<file path="src/rtl/norm_arbiter.sv">
// Round-robin share of one norm unit between NREQ requesters; one job in flight at a time.
// Latency: ack/norm_start one cycle after req is seen in IDLE, rsp_valid one cycle after done is sampled.
// Backpressure: req is held until ack; requests are only arbitrated in IDLE, so extra requests wait.
module norm_arbiter #(
  parameter int WIDTH   = 32,
  parameter int NREQ    = 4,
  parameter int TIMEOUT = 64
) (
  input  logic                  clk,
  input  logic                  reset_n,
  input  logic [NREQ-1:0]       req,
  input  logic [NREQ*WIDTH-1:0] req_d1,
  input  logic [NREQ*WIDTH-1:0] req_d2,
  output logic [NREQ-1:0]       ack,
  output logic [NREQ-1:0]       rsp_valid,
  output logic [WIDTH-1:0]      rsp_Nd1,
  output logic [WIDTH-1:0]      rsp_Nd2,
  output logic                  rsp_err,
  output logic                  busy,
  output logic                  norm_start,
  output logic [WIDTH-1:0]      norm_d1,
  output logic [WIDTH-1:0]      norm_d2,
  input  logic [WIDTH-1:0]      norm_Nd1,
  input  logic [WIDTH-1:0]      norm_Nd2,
  input  logic                  norm_done
);

  localparam int PW = $clog2(NREQ);
  localparam int WW = $clog2(TIMEOUT + 1);

  typedef enum logic [2:0] {IDLE, ISSUE, WAIT, RESP, DRAIN} state_t;

  state_t        state_q;
  logic [PW-1:0] rr_ptr_q;
  logic [PW-1:0] owner_q;
  logic [PW-1:0] pick_d;
  logic [WW-1:0] wdog_q;
  logic          wdog_exp;

  assign wdog_exp = (wdog_q == WW'(TIMEOUT));

  // Scan downwards so the last hit is the smallest offset from rr_ptr_q.
  always_comb begin
    logic [PW:0] idx;
    pick_d = rr_ptr_q;
    idx    = '0;
    for (int i = NREQ - 1; i >= 0; i--) begin
      idx = {1'b0, rr_ptr_q} + (PW+1)'(i);
      if (idx >= (PW+1)'(NREQ)) idx = idx - (PW+1)'(NREQ);
      if (req[idx[PW-1:0]]) pick_d = idx[PW-1:0];
    end
  end

  always_ff @(posedge clk or negedge reset_n) begin
    if (!reset_n) begin
      state_q    <= IDLE;
      rr_ptr_q   <= '0;
      owner_q    <= '0;
      wdog_q     <= '0;
      ack        <= '0;
      rsp_valid  <= '0;
      rsp_Nd1    <= '0;
      rsp_Nd2    <= '0;
      rsp_err    <= 1'b0;
      busy       <= 1'b0;
      norm_start <= 1'b0;
      norm_d1    <= '0;
      norm_d2    <= '0;
    end else begin
      ack        <= '0;
      rsp_valid  <= '0;
      norm_start <= 1'b0;
      case (state_q)
        IDLE: begin
          if (|req) begin
            owner_q    <= pick_d;
            norm_d1    <= req_d1[pick_d*WIDTH +: WIDTH];
            norm_d2    <= req_d2[pick_d*WIDTH +: WIDTH];
            norm_start <= 1'b1;
            ack        <= NREQ'(1) << pick_d;
            busy       <= 1'b1;
            state_q    <= ISSUE;
          end
        end
        ISSUE: begin
          wdog_q  <= '0;
          state_q <= WAIT;
        end
        WAIT: begin
          if (norm_done) begin
            rsp_Nd1   <= norm_Nd1;
            rsp_Nd2   <= norm_Nd2;
            rsp_err   <= 1'b0;
            rsp_valid <= NREQ'(1) << owner_q;
            state_q   <= RESP;
          end else if (wdog_exp) begin
            rsp_Nd1   <= '0;
            rsp_Nd2   <= '0;
            rsp_err   <= 1'b1;
            rsp_valid <= NREQ'(1) << owner_q;
            state_q   <= RESP;
          end else begin
            wdog_q <= wdog_q + WW'(1);
          end
        end
        RESP: begin
          rr_ptr_q <= (owner_q == PW'(NREQ - 1)) ? '0 : owner_q + PW'(1);
          wdog_q   <= '0;
          state_q  <= DRAIN;
        end
        DRAIN: begin
          // A done still high from this job must fall before the next start.
          if (!norm_done || wdog_exp) begin
            busy    <= 1'b0;
            state_q <= IDLE;
          end else begin
            wdog_q <= wdog_q + WW'(1);
          end
        end
        default: begin
          busy    <= 1'b0;
          state_q <= IDLE;
        end
      endcase
    end
  end

endmodule

</file>
<file path="config.mk">
export PLATFORM = sky130hd
export DESIGN_NAME = norm_arbiter
export DESIGN_NICKNAME = d
export VERILOG_FILES = /design/src/rtl/norm_arbiter.sv
export SDC_FILE = /design/constraint.sdc
export NUM_CORES = 1
export LEC_CHECK = 0
export CAP_MARGIN = 20
export CORE_AREA = 10 10 171 173
export DETAILED_ROUTE_END_ITERATION = 10
export DIE_AREA = 0 0 181 183
export GPL_TIMING_DRIVEN = 0
export PLACE_DENSITY = 0.64
export SLEW_MARGIN = 10
export SYNTH_ARGS = -nofsm -noshare
export SYNTH_HDL_FRONTEND = slang
export SYNTH_SLANG_ARGS = --single-unit
</file>
<file path="constraint.sdc">
create_clock -name clk -period 3.5 [get_ports clk]
set_input_delay 0.35 -clock clk [delete_from_list [all_inputs] [get_ports clk]]
set_output_delay 0.35 -clock clk [all_outputs]
set_load 0.01 [all_outputs]
</file>
Word level (Yosys, flattened, before mapping)
Index checks and enable logic that the tools add are counted.

Add/sub/neg operators: 9. Order comparisons: 8. Equality and inequality tests: 12. Shift operators: 4. Mux-type cells: 41. Bitwise gates (word level): 1. Reductions and logical operators: 13.

Operators by type and width (number): variable part select 128 x 8 -> 32 bit (2); 2-to-1 mux 32 bit (3); 2-to-1 mux 7 bit (3); case mux 7 bit (3 select lines) (1); 2-to-1 mux 4 bit (5); 2-to-1 mux 2 bit (9); case mux 3 bit (5 select lines) (1); less-than comparator 2 x 3 -> 1 bit (second input constant) (4); 2-to-1 mux 3 bit (4); 2-to-1 mux 1 bit (10); inequality test 2 bit (second input constant) (5); greater-or-equal comparator 3 bit (second input constant) (3); binary-select mux 1 bit (select 2 bit) (4); left shift 1 x 2 -> 4 bit (first input constant) (2); subtractor 2 x 1 -> 2 bit (second input constant) (4); adder 7 x 1 -> 7 bit (second input constant) (1); == test 7 bit (second input constant) (1); adder 2 x 2 -> 3 bit (second input constant) (2); == test 3 x 2 -> 1 bit (second input constant) (2); AND reduction 3 bit (2); AND reduction 2 bit (2); AND reduction 4 bit (1); OR reduction 4 bit (1); adder 2 x 1 -> 3 bit (second input constant) (1); other kinds (15) (15).

Register bits: 153. Bits of input ports: 327. Word-level logic and storage cells: 101.

Longest topological paths before layout
Gate-level depths: netlist of run 1.

Depth in word-level cells: 12. Mapped depth: 8. Depth with buffers taken out: 7.

Worst setup path after synthesis of run 1
Ideal clock, no wire load.

Path type: flip-flop to flip-flop. Start: register wdog_q[0]. End: register rsp_Nd1[15]. Arrival time: 1.842 ns. Setup slack: 1.537 ns. Cell stages (with the launch flop): 9. Buffers on the path: 2. Clock period less this slack: 1.963 ns. Cells stage by stage: dfrtp_1 -> inv_1 -> ha_1 -> nor4bb_1 -> and2_1 -> o211ai_1 -> buf_2 -> buf_2 -> a22o_1.

Word-level cells in the longest chain between the ends: 3.

RTL lines: from (decl) (RTL line 37) `logic [WW-1:0] wdog_q;`; from (signal assigned) (RTL line 103) `wdog_q <= wdog_q + WW'(1);`; from (signal assigned) (RTL line 117) `wdog_q <= wdog_q + WW'(1);`; == test 7 bit (RTL line 40) `assign wdog_exp = (wdog_q == WW'(TIMEOUT));`; nonzero test 2 bit (no line); AND reduction 2 bit (no line); to (signal assigned) (RTL line 91) `rsp_Nd1 <= norm_Nd1;`; to (decl) (RTL line 16) `output logic [WIDTH-1:0] rsp_Nd1,`.

Every way passes these cells. A chain may end at the register's enable or synchronous reset.

Worst setup path after layout of run 1
Start: register wdog_q[0]. End: register rsp_Nd1[28].

The elaborated chain is that of the path after synthesis.

==> results of run 1 <==
how the worst max path moves through the flow:
stage	to	from	depth (start not counted)
detailed placement	norm_d1[0]	req[2]	9
global route	rsp_Nd1[30]	wdog_q[0]	8
CTS	rsp_Nd1[28]	wdog_q[0]	8
finish	rsp_Nd1[28]	wdog_q[0]	8
floorplan	rsp_Nd1[15]	wdog_q[0]	8
global placement	norm_d2[5]	reset_n	1
per-layer routing:
layer,track usage (%),share of wire (%)
met1,24.2,39
met2,36.8,51
met3,8.54,9.4
met4,4.69,1.3
met5,0,0
flip-flops by register name (all words and copies together) (netlist names), 2 cells and up:
register   cells
norm_d1       32
norm_d2       32
rsp_Nd1       32
rsp_Nd2       32
wdog_q         7
ack            4
rsp_valid      4
state_q        3
owner_q        2
rr_ptr_q       2
cell usage in the layout (no fill, tap or decap), types with 4 or more instances in the layout:
cell type	instances
dfrtp_1	153
a221oi_2	20
nor2_1	78
mux2i_1	128
inv_1	12
nand2_1	9
clkbuf_1	13
and2_1	4
o21ai_0	6
clkdlybuf4s50_1	464
ha_1	6
a22o_1	64
a21oi_1	9
clkbuf_16	17
buf_4	17
or3_1	4
buf_2	22
a221oi_1	43
power by group:
part | internal (W) | switching, W | total, W
clock network | 0.00107 | 0.000843 | 0.00191
logic | 0.00296 | 0.00272 | 0.00568
registers | 0.00258 | 0.000470 | 0.00305
total | 0.00661 | 0.00403 | 0.0106
logic make-up after synthesis:
kind of cell | Yosys count | share of synthesized area, %
buffers and inverters | 67 | 4.75
adders and majority gates | 6 | 0.996
DFF | 153 | 50.8
and+or+nand+nor | 117 | 7.02
AOI/OAI and AO/OA | 156 | 19.0
xor gates and xnor gates | 2 | 0.233
muxes | 129 | 17.2
critical path, cell delays in order (launching register included):
cell	delay (ns)
dfrtp_1	0.42
inv_1	0.11
ha_1	0.15
nor4bb_1	0.41
and2_1	0.30
o211ai_1	0.22
buf_2	0.27
buf_2	0.22
a22o_1	0.25
through the flow:
| stage | cells | area [µm²] |
|---|---|---|
| after detailed placement | 1431 | 12600 |
| after floorplan | 630 | 7530 |
| after global placement | 1430 | 12600 |
| after global routing | 1464 | 13200 |
| final | 1464 | 13200 |
| after CTS | 1463 | 13200 |
final cells by class:
type	count	area share (%)
diodes	1	0.0189
repair buffers	467	35.5
multi-input cells	410	25.3
flip-flops and latches	153	28.9
inverters	13	0.368
well taps	335	3.16
clock inverters	14	1.25
plain buffers	54	2.33
clock buffers	17	3.21
==> metrics.md, run 1 <==
| Metric | Value |
|---|---|
| Sequential cell area fraction in the yosys report | `50.8%` |
| Drc violations | `0` |
| CTS tree | `built` |
| CTS clock-pin slew for the worst setup and hold paths | `0.07 ns` |
| Post-CTS sizing | `0` |
| Primary FF master, synth | `dfrtp_1` |
| R2R Path End | `rsp_Nd1[28]` |
| Final worst-path cycle share | `70.1%` |
| Seq cells post-synth | `153` |
| R2R Path Start | `wdog_q[0]` |
| Max IR drop VDD | `0.369 mV` |
| Worst skew pair latency | `0.43 ns` |
| # clock sinks | `153` |
| Leakage | `5.73 nW` |
| Worst Path Max Fanout | `10` |
| Hold Buf Count CTS | `1` |
| Full die area | `33100 µm²` |
| CP Launch Type | `flop` |
| Die W | `181 µm` |
| Worst EP required | `3.81 ns` |
| Synth cell count leaders | `153 x dfrtp_1, 128 x mux2i_1, 78 x nor2_1` |
| IO Pins | `466` |
| Mapped Cells | `630` |
| Endpoints failing setup | `0` |
| First-pass GRT wire length | `53.7 mm` |
| Area growth syn-to-layout | `75.8%` |
| Fin crit period | `2.45 ns` |
| Fraction of layout cells with a size suffix above 1 | `8.78%` |
| Count leader, synth | `dfrtp_1` |
| Post-Syn Area per Cell | `12.0 µm²` |
| Ys async rst share | `100%` |
| Largest net degree at the start of global routing | `105` |
| FP Rows | `59` |
| Synth top area cells | `dfrtp_1 51%, mux2i_1 17%, a22o_1 7.4%` |
| Clock Skews | `0.0167 ns` |
| Max Root-Sink Buffers | `2` |
| Yosys cell types | `47` |
| Starting DRC count in detailed routing | `282` |
| HP Class | `in2async` |
| Initial core utilization | `29.2%` |
| Max cap viols | `0` |
| Crit. End Element | `flop` |
| Max Slew Vio Count | `0` |
| Post-Route Utilization | `51.4%` |
| Reg area | `3830 µm²` |
| Yosys warns | `0` |
| Crit path arrival time | `2.77 ns` |
| R2R Setup Slk | `1.05 ns` |
| Gr usage total | `21.2%` |
| Core Box Area | `25800 µm²` |
| Setup ws final | `1.05 ns` |
| Routed WL | `36.6 mm` |
| Crit Path Class | `reg2reg` |
| Power per standard cell area | `803 nW/µm²` |
| Die Y | `183 µm` |
| CTS buffer count | `17` |
| Status | `finished, final reports clean` |
| Final TNS setup | `0 ns` |
| Top cell type's share of synthesized area | `50.8%` |
| Largest area contributor in the netlist | `dfrtp_1` |
| Multi-input gate area | `3350 µm²` |
| Via density | `4.93` |
| CTS Root Cell | `clkbuf_16` |
| Number of synthesized flops with an enable pin | `0` |
| Slew HR | `56.2%` |
| Mapped Area | `7530 µm²` |
| H-Tree Depth | `4` |
| Initial antenna violation count | `1` |
| Via count | `7212` |
| Post-detailed-placement half-perimeter wirelength | `29.6 mm` |
| Worst reg-to-reg path cell count | `8` |
| Post-CTS setup buffers | `0` |
| Max Fclk | `0.407 GHz` |
| Final Hold Viols | `0` |
| Routed Antenna Nets | `0` |
| Pre-antenna DRT Iters | `6` |
| Fin Hold WS | `0.421 ns` |
| Filler cells | `2376` |
| Number of I/O port buffers | `465` |
| Post-Syn Nets | `963` |
| Final #Nets | `1449` |
| Avg WL per Cell | `25.0 µm` |
| Number of global-route vias before repair | `7938` |
| Worst slack, placed | `0.744 ns` |
| Tightest Pin Transition | `0.657 ns` |
| RD Place Congestion | `0.850` |
| Total chip power | `0.0106 W` |
| RSZ-0062 raised after global routing | `no` |
| Total grt overflow | `0` |
Power figures use the tool's default switching activity.
==> run 2: changes to the inputs <==
--- a/config.mk
+++ b/config.mk
@@ -6,11 +6,11 @@
 export NUM_CORES = 1
 export LEC_CHECK = 0
 export CAP_MARGIN = 20
-export CORE_AREA = 10 10 171 173
+export CORE_AREA = 10 10 175 177
 export DETAILED_ROUTE_END_ITERATION = 10
-export DIE_AREA = 0 0 181 183
+export DIE_AREA = 0 0 185 187
 export GPL_TIMING_DRIVEN = 0
-export PLACE_DENSITY = 0.64
+export PLACE_DENSITY = 0.61
 export SLEW_MARGIN = 10
 export SYNTH_ARGS = -nofsm -noshare
 export SYNTH_HDL_FRONTEND = slang
==> constraint.sdc (replaced) <==
create_clock -name clk -period 2.5 [get_ports clk]
set_input_delay 0.25 -clock clk [delete_from_list [all_inputs] [get_ports clk]]
set_output_delay 0.25 -clock clk [all_outputs]
set_load 0.01 [all_outputs]
==> run 2 against run 1 <==
  * Clock power up 43%
  * Non-clock buffer count grew 2
  * Core utilization decreased by 2.7 points
  * Routed wire length hardly changed
  * Worst setup slack lost 0.87 ns
  * Largest cell class unchanged
  * Combinational power rose by 41%
  * Count of clock-buffer cells in the layout rose by 1
  * Clock skew about the same
  * Total power increased by 41%
  * Global-route usage shrank 0.86 points
  * Maximum frequency is 5.8% higher
  * Die area rose by 4.4%
==> metrics.md, run 2 (synthesis results as in run 1) <==
| Metric | Value |
|---|---|
| Via density | `4.89 (was 4.93)` |
| Initial antenna violation count | `3 (was 1)` |
| Final TNS setup | `0 ns (unchanged)` |
| Final worst-path cycle share | `92.8% (was 70.1%)` |
| Fraction of layout cells with a size suffix above 1 | `9.02% (was 8.78%)` |
| Starting DRC count in detailed routing | `386 (was 282)` |
| Final Hold Viols | `0 (unchanged)` |
| Final #Nets | `1451 (was 1449)` |
| Filler cells | `2582 (was 2376)` |
| HP Class | `in2async (unchanged)` |
| # clock sinks | `153 (unchanged)` |
| Power per standard cell area | `1130 nW/µm² (was 803 nW/µm²)` |
| Max Root-Sink Buffers | `2 (unchanged)` |
| CTS clock-pin slew for the worst setup and hold paths | `0.08 ns (was 0.07 ns)` |
| Gr usage total | `20.4% (was 21.2%)` |
| Leakage | `5.75 nW (was 5.73 nW)` |
| Endpoints failing setup | `0 (unchanged)` |
| CP Launch Type | `flop (unchanged)` |
| CTS buffer count | `17 (unchanged)` |
| Max IR drop VDD | `0.546 mV (was 0.369 mV)` |
| Commonest non-fill, non-tap cell in the layout | `clkdlybuf4s50_1 (unchanged)` |
| Number of global-route vias before repair | `7880 (was 7938)` |
| Max Slew Vio Count | `0 (unchanged)` |
| Most frequent cells in the layout | `464 x clkdlybuf4s50_1, 153 x dfrtp_1, 128 x mux2i_1 (unchanged)` |
| Initial core utilization | `27.6% (was 29.2%)` |
| IO Pins | `466 (unchanged)` |
| Max cap viols | `0 (unchanged)` |
| Routed Antenna Nets | `0 (unchanged)` |
| Number of instances in the placed design | `1442 (was 1431)` |
| CTS Root Cell | `clkbuf_16 (unchanged)` |
| Total grt overflow | `0 (unchanged)` |
| Area growth syn-to-layout | `76.6% (was 75.8%)` |
| Fin crit period | `2.32 ns (was 2.45 ns)` |
| RD Place Congestion | `0.830 (was 0.850)` |
| Crit Path Class | `reg2reg (unchanged)` |
| Number of I/O port buffers | `465 (unchanged)` |
| H-Tree Depth | `4 (unchanged)` |
| R2R Setup Slk | `0.18 ns (was 1.05 ns)` |
| Worst EP required | `2.78 ns (was 3.81 ns)` |
| Max Fclk | `0.431 GHz (was 0.407 GHz)` |
| FP Rows | `61 (was 59)` |
| Worst slack, placed | `-0.190 ns (was 0.744 ns)` |
| Die Y | `187 µm (was 183 µm)` |
| Crit. End Element | `flop (unchanged)` |
| CTS tree | `built (unchanged)` |
| Post-detailed-placement half-perimeter wirelength | `29.6 mm (about the same)` |
| Full die area | `34600 µm² (was 33100 µm²)` |
| Non-filler instance count after layout | `1481 (was 1464)` |
| Pre-antenna DRT Iters | `4 (was 6)` |
| Routed WL | `36.7 mm (was 36.6 mm)` |
| RSZ-0062 raised after global routing | `no (unchanged)` |
| Crit path arrival time | `2.60 ns (was 2.77 ns)` |
| Avg WL per Cell | `24.8 µm (was 25.0 µm)` |
| Worst Path Max Fanout | `10 (unchanged)` |
| First-pass GRT wire length | `52.8 mm (was 53.7 mm)` |
| Clock Skews | `0.0163 ns (was 0.0167 ns)` |
| Status | `finished, final reports clean (unchanged)` |
| Drc violations | `0 (unchanged)` |
| Total chip power | `0.0150 W (was 0.0106 W)` |
| Worst skew pair latency | `0.43 ns (about the same)` |
| Post-Route Utilization | `48.7% (was 51.4%)` |
| Core Box Area | `27300 µm² (was 25800 µm²)` |
| Setup ws final | `0.181 ns (was 1.05 ns)` |
| Largest net degree at the start of global routing | `84 (was 105)` |
| Slew HR | `61.0% (was 56.2%)` |
| Tightest Pin Transition | `0.585 ns (was 0.657 ns)` |
| Die W | `185 µm (was 181 µm)` |
| Via count | `7237 (was 7212)` |
==> run 2: cell types whose count changed in the layout (fill, tap and decap cells not counted), sizes merged <==
cell	previous run	this run
inv	19	20
clkbuf	30	31
diode	1	4
buf	43	45
clkinvlp	3	2
==> run 2: worst max-delay path, stage by stage, from the launching register on <==
cell,delay [ns]
dfrtp_1,0.42
nor2b_1,0.20
o21a_1,0.20
a221o_1,0.12
buf_2,0.23
buf_6,0.22
buf_4,0.26
mux2i_1,0.41
a221oi_2,0.10
==> run 2: final cells by class <==
cell class / count / area (µm²) / area share, %
flip-flops and latches: 153 / 3830 / 28.8
clock buffers: 18 / 429 / 3.23
plain buffers: 54 / 309 / 2.32
well taps: 346 / 433 / 3.25
multi-input cells: 410 / 3350 / 25.2
repair buffers: 469 / 4710 / 35.4
diodes: 4 / 10.0 / 0.0752
clock inverters: 14 / 178 / 1.34
inverters: 13 / 48.8 / 0.367
==> run 2: report_power, final <==
group | total [W] | switching [W] | leakage (nW) | internal [W]
Clock | 0.00273 | 0.00121 | 0.291 | 0.00152
Sequential | 0.00429 | 0.000685 | 1.83 | 0.00361
Combinational | 0.00799 | 0.00383 | 3.63 | 0.00416
Total | 0.0150 | 0.00572 | 5.75 | 0.00929
==> run 2: through the flow <==
step,cell area (µm²),hold slack [ns]
CTS,13300,0.377
global route,13300,0.401
floorplan,7530,-0.0456
detailed placement,12700,0.253
global placement,12600,0.488
finish,13300,0.370
==> run 2: timing repair <==
item / 4_1_cts / 5_1_grt
hold buffers: 1 / 0
buffers inserted: 0 / 2
hold endpoints to repair: 70 / 0
setup endpoints to repair: 0 / 22
resized for setup: 0 / 1
==> run 2: per-layer routing <==
metal  wire [µm]  share of wire [%]  vias to the layer above  GRT usage [%]
li1            -                  -                     3366              -
met1       14300                 39                     3500           23.0
met2       18000                 49                      346           34.9
met3        3760                 10                       25           8.04
met4         589                1.6                        0           5.13
met5           0                  0                        -              0
==> run 2: path summary, 6_finish.rpt <==
| path | start | end | cells past startpoint |
|---|---|---|---|
| setup / recovery | rr_ptr_q[0] | norm_d2[0] | 8 |
| hold / removal | reset_n | rsp_Nd2[18] | 2 |
| setup reg to reg | rr_ptr_q[0] | norm_d2[0] | 8 |
| hold reg to reg | rsp_Nd1[18] | rsp_Nd1[18] | 1 |
| max in group asynchronous | reset_n | norm_d2[2] | 3 |
| min in group clk | norm_Nd1[4] | rsp_Nd1[4] | 2 |
